--- src/rtl/vram_arbiter.sv ---
// vram_arbiter: sequences MPU and renderer accesses onto one async VRAM.
// Ports: mpu_* (rd/wr, ack), ren_* (read, ack), _vram_*/vram_* pad side.
// All outputs are registered.
// Optional macro VRAM_ARB_STATS_EN adds the stat_mpu_stall counter.
// Without it, stat_mpu_stall is tied to zero.
module vram_arbiter #(
  parameter int ADDR_WIDTH    = 16,
  parameter int DATA_WIDTH    = 16,
  parameter int ACCESS_CYCLES = 2,
  parameter int REN_BURST_MAX = 8
) (
  input  logic                  clk,
  input  logic                  reset,
  input  logic                  mpu_req,
  input  logic                  mpu_wr,
  input  logic [1:0]            mpu_be,
  input  logic [ADDR_WIDTH-1:0] mpu_addr,
  input  logic [DATA_WIDTH-1:0] mpu_wdata,
  output logic [DATA_WIDTH-1:0] mpu_rdata,
  output logic                  mpu_ack,
  input  logic                  ren_req,
  input  logic [ADDR_WIDTH-1:0] ren_addr,
  output logic [DATA_WIDTH-1:0] ren_rdata,
  output logic                  ren_ack,
  output logic                  _vram_en,
  output logic                  _vram_rd,
  output logic                  _vram_wr,
  output logic [1:0]            _vram_be,
  output logic [ADDR_WIDTH-1:0] vram_addr,
  output logic [DATA_WIDTH-1:0] vram_data_out,
  output logic                  vram_data_oe,
  input  logic [DATA_WIDTH-1:0] vram_data_in,
  output logic [15:0]           stat_mpu_stall
);

  typedef enum logic [1:0] {
    IDLE,
    SETUP,
    STROBE,
    HOLD
  } state_t;

  localparam logic [3:0] LAST  = 4'(ACCESS_CYCLES - 1);
  localparam logic [7:0] BURST = 8'(REN_BURST_MAX);

  state_t                state_q, state_d;
  logic [3:0]            cnt_q, cnt_d;
  logic [7:0]            starve_q, starve_d;
  logic                  sel_ren_q, sel_ren_d;
  logic                  wr_q, wr_d;
  logic [1:0]            be_q, be_d;
  logic [ADDR_WIDTH-1:0] addr_q, addr_d;
  logic [DATA_WIDTH-1:0] wdata_q, wdata_d;

  logic                  en_n_q, en_n_d;
  logic                  rd_n_q, rd_n_d;
  logic                  wr_n_q, wr_n_d;
  logic [1:0]            be_n_q, be_n_d;
  logic [ADDR_WIDTH-1:0] vaddr_q, vaddr_d;
  logic [DATA_WIDTH-1:0] dout_q, dout_d;
  logic                  oe_q, oe_d;
  logic                  mack_q, mack_d;
  logic                  rack_q, rack_d;
  logic [DATA_WIDTH-1:0] mrdata_q, mrdata_d;
  logic [DATA_WIDTH-1:0] rrdata_q, rrdata_d;

  logic ren_win, mpu_win;

  // Renderer wins ties until the MPU has waited out a full burst.
  always_comb begin
    ren_win = ren_req && !(mpu_req && (starve_q >= BURST));
    mpu_win = mpu_req && !ren_win;
  end

  always_comb begin
    state_d   = state_q;
    cnt_d     = cnt_q;
    starve_d  = starve_q;
    sel_ren_d = sel_ren_q;
    wr_d      = wr_q;
    be_d      = be_q;
    addr_d    = addr_q;
    wdata_d   = wdata_q;
    mrdata_d  = mrdata_q;
    rrdata_d  = rrdata_q;

    if (!mpu_req) starve_d = '0;

    unique case (state_q)
      IDLE: begin
        unique case (1'b1)
          ren_win: begin
            state_d   = SETUP;
            sel_ren_d = 1'b1;
            wr_d      = 1'b0;
            be_d      = 2'b11;
            addr_d    = ren_addr;
            wdata_d   = '0;
            if (mpu_req) starve_d = starve_q + 8'd1;
          end
          mpu_win: begin
            state_d   = SETUP;
            sel_ren_d = 1'b0;
            wr_d      = mpu_wr;
            be_d      = mpu_be;
            addr_d    = mpu_addr;
            wdata_d   = mpu_wdata;
            starve_d  = '0;
          end
          default: ;
        endcase
      end
      SETUP: begin
        state_d = STROBE;
        cnt_d   = '0;
      end
      STROBE: begin
        if (cnt_q == LAST) begin
          state_d = HOLD;
          // Only reads capture pad data; a write leaves rdata held.
          if (!wr_q) begin
            if (sel_ren_q) rrdata_d = vram_data_in;
            else           mrdata_d = vram_data_in;
          end
        end else begin
          cnt_d = cnt_q + 4'd1;
        end
      end
      HOLD: state_d = IDLE;
      default: state_d = IDLE;
    endcase
  end

  // Pad outputs are a pure function of the next state and latched request.
  always_comb begin
    en_n_d = 1'b1;
    rd_n_d = 1'b1;
    wr_n_d = 1'b1;
    be_n_d = 2'b11;
    vaddr_d = '0;
    dout_d = '0;
    oe_d   = 1'b0;
    mack_d = 1'b0;
    rack_d = 1'b0;
    if (state_d != IDLE) begin
      en_n_d  = 1'b0;
      vaddr_d = addr_d;
      be_n_d  = ~be_d;
      if (wr_d) begin
        oe_d   = 1'b1;
        dout_d = wdata_d;
      end
    end
    if (state_d == STROBE) begin
      rd_n_d = wr_d;
      wr_n_d = ~wr_d;
    end
    if (state_d == HOLD) begin
      mack_d = ~sel_ren_d;
      rack_d = sel_ren_d;
    end
  end

  always_ff @(posedge clk) begin
    if (reset) begin
      state_q   <= IDLE;
      cnt_q     <= '0;
      starve_q  <= '0;
      sel_ren_q <= 1'b0;
      wr_q      <= 1'b0;
      be_q      <= '0;
      addr_q    <= '0;
      wdata_q   <= '0;
      en_n_q    <= 1'b1;
      rd_n_q    <= 1'b1;
      wr_n_q    <= 1'b1;
      be_n_q    <= 2'b11;
      vaddr_q   <= '0;
      dout_q    <= '0;
      oe_q      <= 1'b0;
      mack_q    <= 1'b0;
      rack_q    <= 1'b0;
      mrdata_q  <= '0;
      rrdata_q  <= '0;
    end else begin
      state_q   <= state_d;
      cnt_q     <= cnt_d;
      starve_q  <= starve_d;
      sel_ren_q <= sel_ren_d;
      wr_q      <= wr_d;
      be_q      <= be_d;
      addr_q    <= addr_d;
      wdata_q   <= wdata_d;
      en_n_q    <= en_n_d;
      rd_n_q    <= rd_n_d;
      wr_n_q    <= wr_n_d;
      be_n_q    <= be_n_d;
      vaddr_q   <= vaddr_d;
      dout_q    <= dout_d;
      oe_q      <= oe_d;
      mack_q    <= mack_d;
      rack_q    <= rack_d;
      mrdata_q  <= mrdata_d;
      rrdata_q  <= rrdata_d;
    end
  end

  assign _vram_en      = en_n_q;
  assign _vram_rd      = rd_n_q;
  assign _vram_wr      = wr_n_q;
  assign _vram_be      = be_n_q;
  assign vram_addr     = vaddr_q;
  assign vram_data_out = dout_q;
  assign vram_data_oe  = oe_q;
  assign mpu_ack       = mack_q;
  assign ren_ack       = rack_q;
  assign mpu_rdata     = mrdata_q;
  assign ren_rdata     = rrdata_q;

`ifdef VRAM_ARB_STATS_EN
  logic [15:0] stall_q, stall_d;

  always_comb begin
    stall_d = stall_q;
    if (mpu_req && !mack_q && (stall_q != 16'hFFFF))
      stall_d = stall_q + 16'd1;
  end

  always_ff @(posedge clk) begin
    if (reset) stall_q <= '0;
    else       stall_q <= stall_d;
  end

  assign stat_mpu_stall = stall_q;
`else
  assign stat_mpu_stall = '0;
`endif

endmodule

--- config.mk ---
export PLATFORM = sky130hd
export DESIGN_NAME = vram_arbiter
export DESIGN_NICKNAME = d
export VERILOG_FILES = /design/src/rtl/vram_arbiter.sv
export SDC_FILE = /design/constraint.sdc
export NUM_CORES = 1
export LEC_CHECK = 0
export ABC_AREA = 1
export ABC_CLOCK_PERIOD_IN_PS = 2000
export BUFFER_PORTS_ARGS = -buffer_cell sky130_fd_sc_hd__buf_4
export CORE_MARGIN = 5
export CORE_UTILIZATION = 50
export DETAILED_ROUTE_END_ITERATION = 8
export GPL_TIMING_DRIVEN = 0
export HOLD_SLACK_MARGIN = 0.15
export PLACE_DENSITY_LB_ADDON = 0.3
export SYNTH_ARGS = -nofsm -noshare
export SYNTH_HDL_FRONTEND = slang
export SYNTH_SLANG_ARGS = --single-unit
--- constraint.sdc ---
create_clock -name clk -period 2 [get_ports clk]
set_clock_uncertainty 0.2 [all_clocks]
set_input_delay 0.1 -clock clk [delete_from_list [all_inputs] [get_ports clk]]
set_output_delay 0.1 -clock clk [all_outputs]
set_load 0.1 [all_outputs]
* Word-level counts from Yosys, hierarchy flattened
Index checks and enable logic that the tools add are counted.
Word-level totals: word-level logic and storage cells 74, input bits 71, bits in registers 122
Cells by class: reduce and logical (&&, ||, !) cells 16, muxes and demuxes 21, eq/ne operators 7, order comparisons 1, add/subtract/negate cells 2, bitwise operators 8
Operator list (number):
- 16-bit one-hot mux with 2 select lines | 2
- 16-bit two-way mux | 2
- 8-bit two-way mux | 3
- 8-bit one-hot mux with 2 select lines | 1
- 8-bit by 1-bit adder with 8-bit output (second input constant) | 1
- 2-bit == test (second input constant) | 4
- 8-bit by 4-bit >= comparator with 1-bit output (second input constant) | 1
- 2-bit one-hot mux with 4 select lines | 1
- 4-bit one-hot mux with 2 select lines | 1
- 4-bit AND reduction | 2
- 2-bit OR reduction | 4
- 1-bit inverter | 7
- 2-bit two-way mux | 3
- 4-bit by 1-bit adder with 4-bit output (second input constant) | 1
- 4-bit by 1-bit == test with 1-bit output (second input constant) | 1
- 1-bit two-way mux | 4
- 4-bit two-way mux | 1
- 1-bit one-hot mux with 2 select lines | 2
- 2-bit one-hot mux with 2 select lines | 1
- 2-bit nonzero test | 2
- 1-bit logical AND | 3
- 3-bit OR reduction | 1
- 2-bit by 1-bit == test with 1-bit output (second input constant) | 1
- 1-bit logical NOT | 2
- 4 further kinds | 4

* Longest topological paths before layout
depth in word-level cells 12, depth in mapped cells 11, depth with buffers taken out 9

* Worst setup path after synthesis
Ideal clock, no wire load.
kind register -> register, from register state_q[0], to register dout_q[10], in the netlist vram_data_out[10], arrival 1524 ps, data required time 1739 ps, slack 215 ps, cell stages (with the launch flop) 10, setup time 61 ps, period minus slack after synthesis 1785 ps, cells stage by stage dfxtp_1 > inv_1 > ha_1 > nand4_4 > nand2_2 > nand2_2 > o21ai_4 > nand2_4 > buf_8 > nor2_4
On the way: cells in the longest elaborated chain, start to end 5
RTL lines:
- from (decl) | RTL line 46 | state_t state_q, state_d;
- from (signal assigned) | RTL line 186 | state_q <= state_d;
- 2-bit == test (tied with other cells) | RTL line 89 | unique case (state_q)
- 2-bit one-hot mux with 4 select lines | RTL line 89
- 2-bit nonzero test | RTL line 145 | if (state_d != IDLE) begin
- 1-bit inverter (no source line)
- 3-bit OR reduction (no source line)
- to (signal assigned) | RTL line 199 | dout_q <= dout_d;
- to (decl) | RTL line 60 | logic [DATA_WIDTH-1:0] dout_q, dout_d;
Parallel ways exist; a longest one is shown, timed or not. A chain may end at the register's enable or synchronous reset.

* Worst setup path in the final report
from register state_q[0], to register vaddr_q[12], in the netlist vram_addr[12]
On the way: cells in the longest elaborated chain, start to end 5
RTL lines:
- 2-bit == test (tied with other cells) | RTL line 89
- 2-bit one-hot mux with 4 select lines | RTL line 89
- 2-bit nonzero test | RTL line 145
- 1-bit inverter (no source line)
- 2-bit OR reduction (no source line)
- to (signal assigned) | RTL line 198 | vaddr_q <= vaddr_d;
- to (decl) | RTL line 59 | logic [ADDR_WIDTH-1:0] vaddr_q, vaddr_d;
Parallel ways exist; a longest one is shown, timed or not.

==> results.json <==
{
  "place_area_mm2": 0.00616,
  "synth-seq-cells": 122,
  "cts_buffer_depth": 2,
  "crit_path_max_incr_delay_ps": 330,
  "fin_tns_setup_ps": 0,
  "die_x_um": 109,
  "numCtsBuffers": 17,
  "end_kind": "flip-flop",
  "place_ws_ps": -105,
  "first_global_vias": 5222,
  "start_kind": "flip-flop",
  "start_util": 0.506,
  "avgSynthCellArea_um2": 7.82,
  "worst-setup-path-type": "flip-flop to flip-flop",
  "power.density_mw_per_mm2": 1390,
  "first_pass_iters": 7,
  "synth-edff-count": 0,
  "fp.dieH_um": 109,
  "drt-total-wl_um": 15100,
  "via_per_inst": 4.89,
  "reg2regPathDepth": 9,
  "max_slew_margin": 0.661,
  "crit_slowest_cell": "dfxtp_2",
  "placementRows": 36,
  "clkTransAtPathRegs_ps": 60,
  "grt_overflow": 0,
  "drt_iter0_drc": 341,
  "hpwlAfterDp_um": 9120,
  "status": "complete, no violations",
  "crit_chain": "inv_2 -> ha_4 -> nand4_4 -> nand2_2 -> nand2_2 -> o21ai_4 -> inv_2 -> buf_6 -> nor2_2",
  "hold_path_class": "primary input to flip-flop",
  "ys_async_sr_fraction": 0,
  "fin_nets": 957,
  "period_minus_slack_ps": 1910,
  "yosysSeqAreaShare": 0.500,
  "ys.flop_type": "dfxtp_1",
  "worst_ep_arrival_time_ps": 2170,
  "grt_max_degree": 17,
  "grt_use_total": 0.257,
  "root_buffer": "clkbuf_8",
  "setup_viol": 0,
  "min_path_cells": 4,
  "fin_crit_sh": 0.956,
  "antenna_left": 0,
  "pin_count": 159,
  "drc": 0,
  "portBuffers": 140,
  "p_leak_nw": 3.67,
  "cp.depth": 9,
  "drv_cap": 0,
  "ys_warn_count": 0,
  "antenna_found_initial": 0,
  "clock-sinks": 122,
  "yosys.cell_types.count": 33,
  "peakVddDrop_v": 0.000960,
  "critPathBufInv": 3,
  "finalHoldViolations": 0,
  "crit_required_ps": 2260,
  "grt_pass1_wl_um": 23900,
  "areaGrowthSynthToFinish_pct": 55.0,
  "final_core_util": 0.785,
  "drive_gt1_frac": 0.303,
  "routedWlPerCell_um": 14.7,
  "gp_congestion": 0.834,
  "worst_pin_slew_ps": 508,
  "drv_slew": 0,
  "path_delay_family": "simple AND/OR/NAND/NOR gates",
  "fin_ws_ps": 88.4,
  "clock_latency_ps": 520,
  "die-area_mm2": 0.0118,
  "via_count": 5007,
  "cts_tree": "done",
  "crit_fanout": 10,
  "coreArea_mm2": 0.00964,
  "num_antenna_cells": 0,
  "power_mw": 10.5,
  "cts.htree.levels": 4,
  "fmax_ghz": 0.523,
  "syn_area_mm2": 0.00488,
  "finish.instance_area_mm2": 0.00757,
  "synth_cells": 624
}
[where the power goes]
group	leakage (nW)	switching [mW]	internal [mW]
Combinational	2.39	3.27	1.13
Sequential	0.995	0.160	2.86
Clock	0.282	1.16	1.90
Total	3.67	4.58	5.90
[sequential cells by signal, summed over array words and instances (netlist names), 2 cells and up, named ones only]
signal / flops
_vram_be: 2
state_q: 2
mpu_rdata: 16
cnt_q: 4
vram_data_out: 16
wdata_q: 16
vram_addr: 16
addr_q: 16
ren_rdata: 16
starve_q: 8
[metal layers]
| layer | part of all wire | routed length [µm] | GRT usage | up-vias |
|---|---|---|---|---|
| met4 | 0.027 | 405 | 0.109 | 0 |
| met5 | 0 | 0 | 0 | - |
| met1 | 0.37 | 5590 | 0.263 | 2317 |
| met3 | 0.087 | 1310 | 0.0858 | 47 |
| li1 | - | - | - | 2414 |
| met2 | 0.51 | 7760 | 0.476 | 229 |
[Yosys cell counts, drive strengths merged (2+ instances only)]
cell | instances | area, µm²
nor2 | 141 | 619
or2 | 18 | 113
clkbuf | 11 | 41.3
nand3 | 58 | 290
buf | 34 | 231
ha | 8 | 100
a21oi | 13 | 65.1
nand4 | 2 | 27.5
dfxtp | 122 | 2440
nand2 | 107 | 419
and2 | 2 | 12.5
inv | 59 | 221
o21ai | 40 | 226
nor3 | 6 | 52.6
[layout by cell type (no fill, tap or decap), drive strengths merged]
cell / instances
nand2: 107
nor3: 6
inv: 62
o21ai: 40
clkinvlp: 2
dfxtp: 122
clkbuf: 29
a21boi: 1
buf: 184
dlygate4sd3: 70
clkinv: 5
nand3: 58
a21oi: 13
and2: 2
xor2: 1
bufinv: 3
or2: 18
nand4: 2
ha: 8
conb: 16
nor2: 141
[worst min-delay path: cells and delay by family]
family / cells / cell delay, ps
buf+inv: 2 / 640
simple gates: 2 / 120
[repair_timing]
| action | in CTS | in global routing |
|---|---|---|
| setup buffers | 4 | 6 |
| cloned | 0 | 0 |
| endpoints found under the setup margin | 71 | 81 |
| hold buffers | 70 | 0 |
| pin swaps | 2 | 3 |
| endpoints found under the hold margin | 122 | 0 |
| resized for setup | 6 | 16 |
[final cells by class]
cell class / instances / area (µm²)
repair buffers: 220 / 1830
clock inverters: 13 / 168
inverters: 59 / 226
flip-flops and latches: 122 / 2450
fillers: 605 / 2070
multi-input cells: 413 / 2020
plain buffers: 45 / 292
well taps: 133 / 166
clock buffers: 18 / 418
[path summary, 6_finish.rpt]
check,slack (ps),to,startpoint
max,90,vram_addr[12]$_SDFF_PP0_,state_q[0]$_SDFF_PP0_
min,160,mpu_rdata[2]$_SDFFE_PP0P_,vram_data_in[2]
max reg2reg,90,vram_addr[12]$_SDFF_PP0_,state_q[0]$_SDFF_PP0_
min reg2reg,250,starve_q[6]$_SDFF_PP0_,starve_q[6]$_SDFF_PP0_
[per-stage QoR]
stage / hold WS (ps) / instances
2_1_floorplan: 34.9 / 639
3_3_place_gp: 133 / 912
3_5_place_dp: 141 / 912
4_1_cts: 151 / 1017
5_1_grt: 180 / 1023
6_report: 160 / 1023
[cell families after synthesis]
| family | after synthesis | synth area share |
|---|---|---|
| fa+ha+maj | 8 | 0.0205 |
| compound gates | 54 | 0.0613 |
| xor+xnor | 1 | 0.00179 |
| other cells | 1 | 0.000768 |
| buf+inv | 104 | 0.101 |
| simple gates | 334 | 0.314 |
| flops | 122 | 0.500 |
No activity file was read; power rests on OpenSTA's default activity.
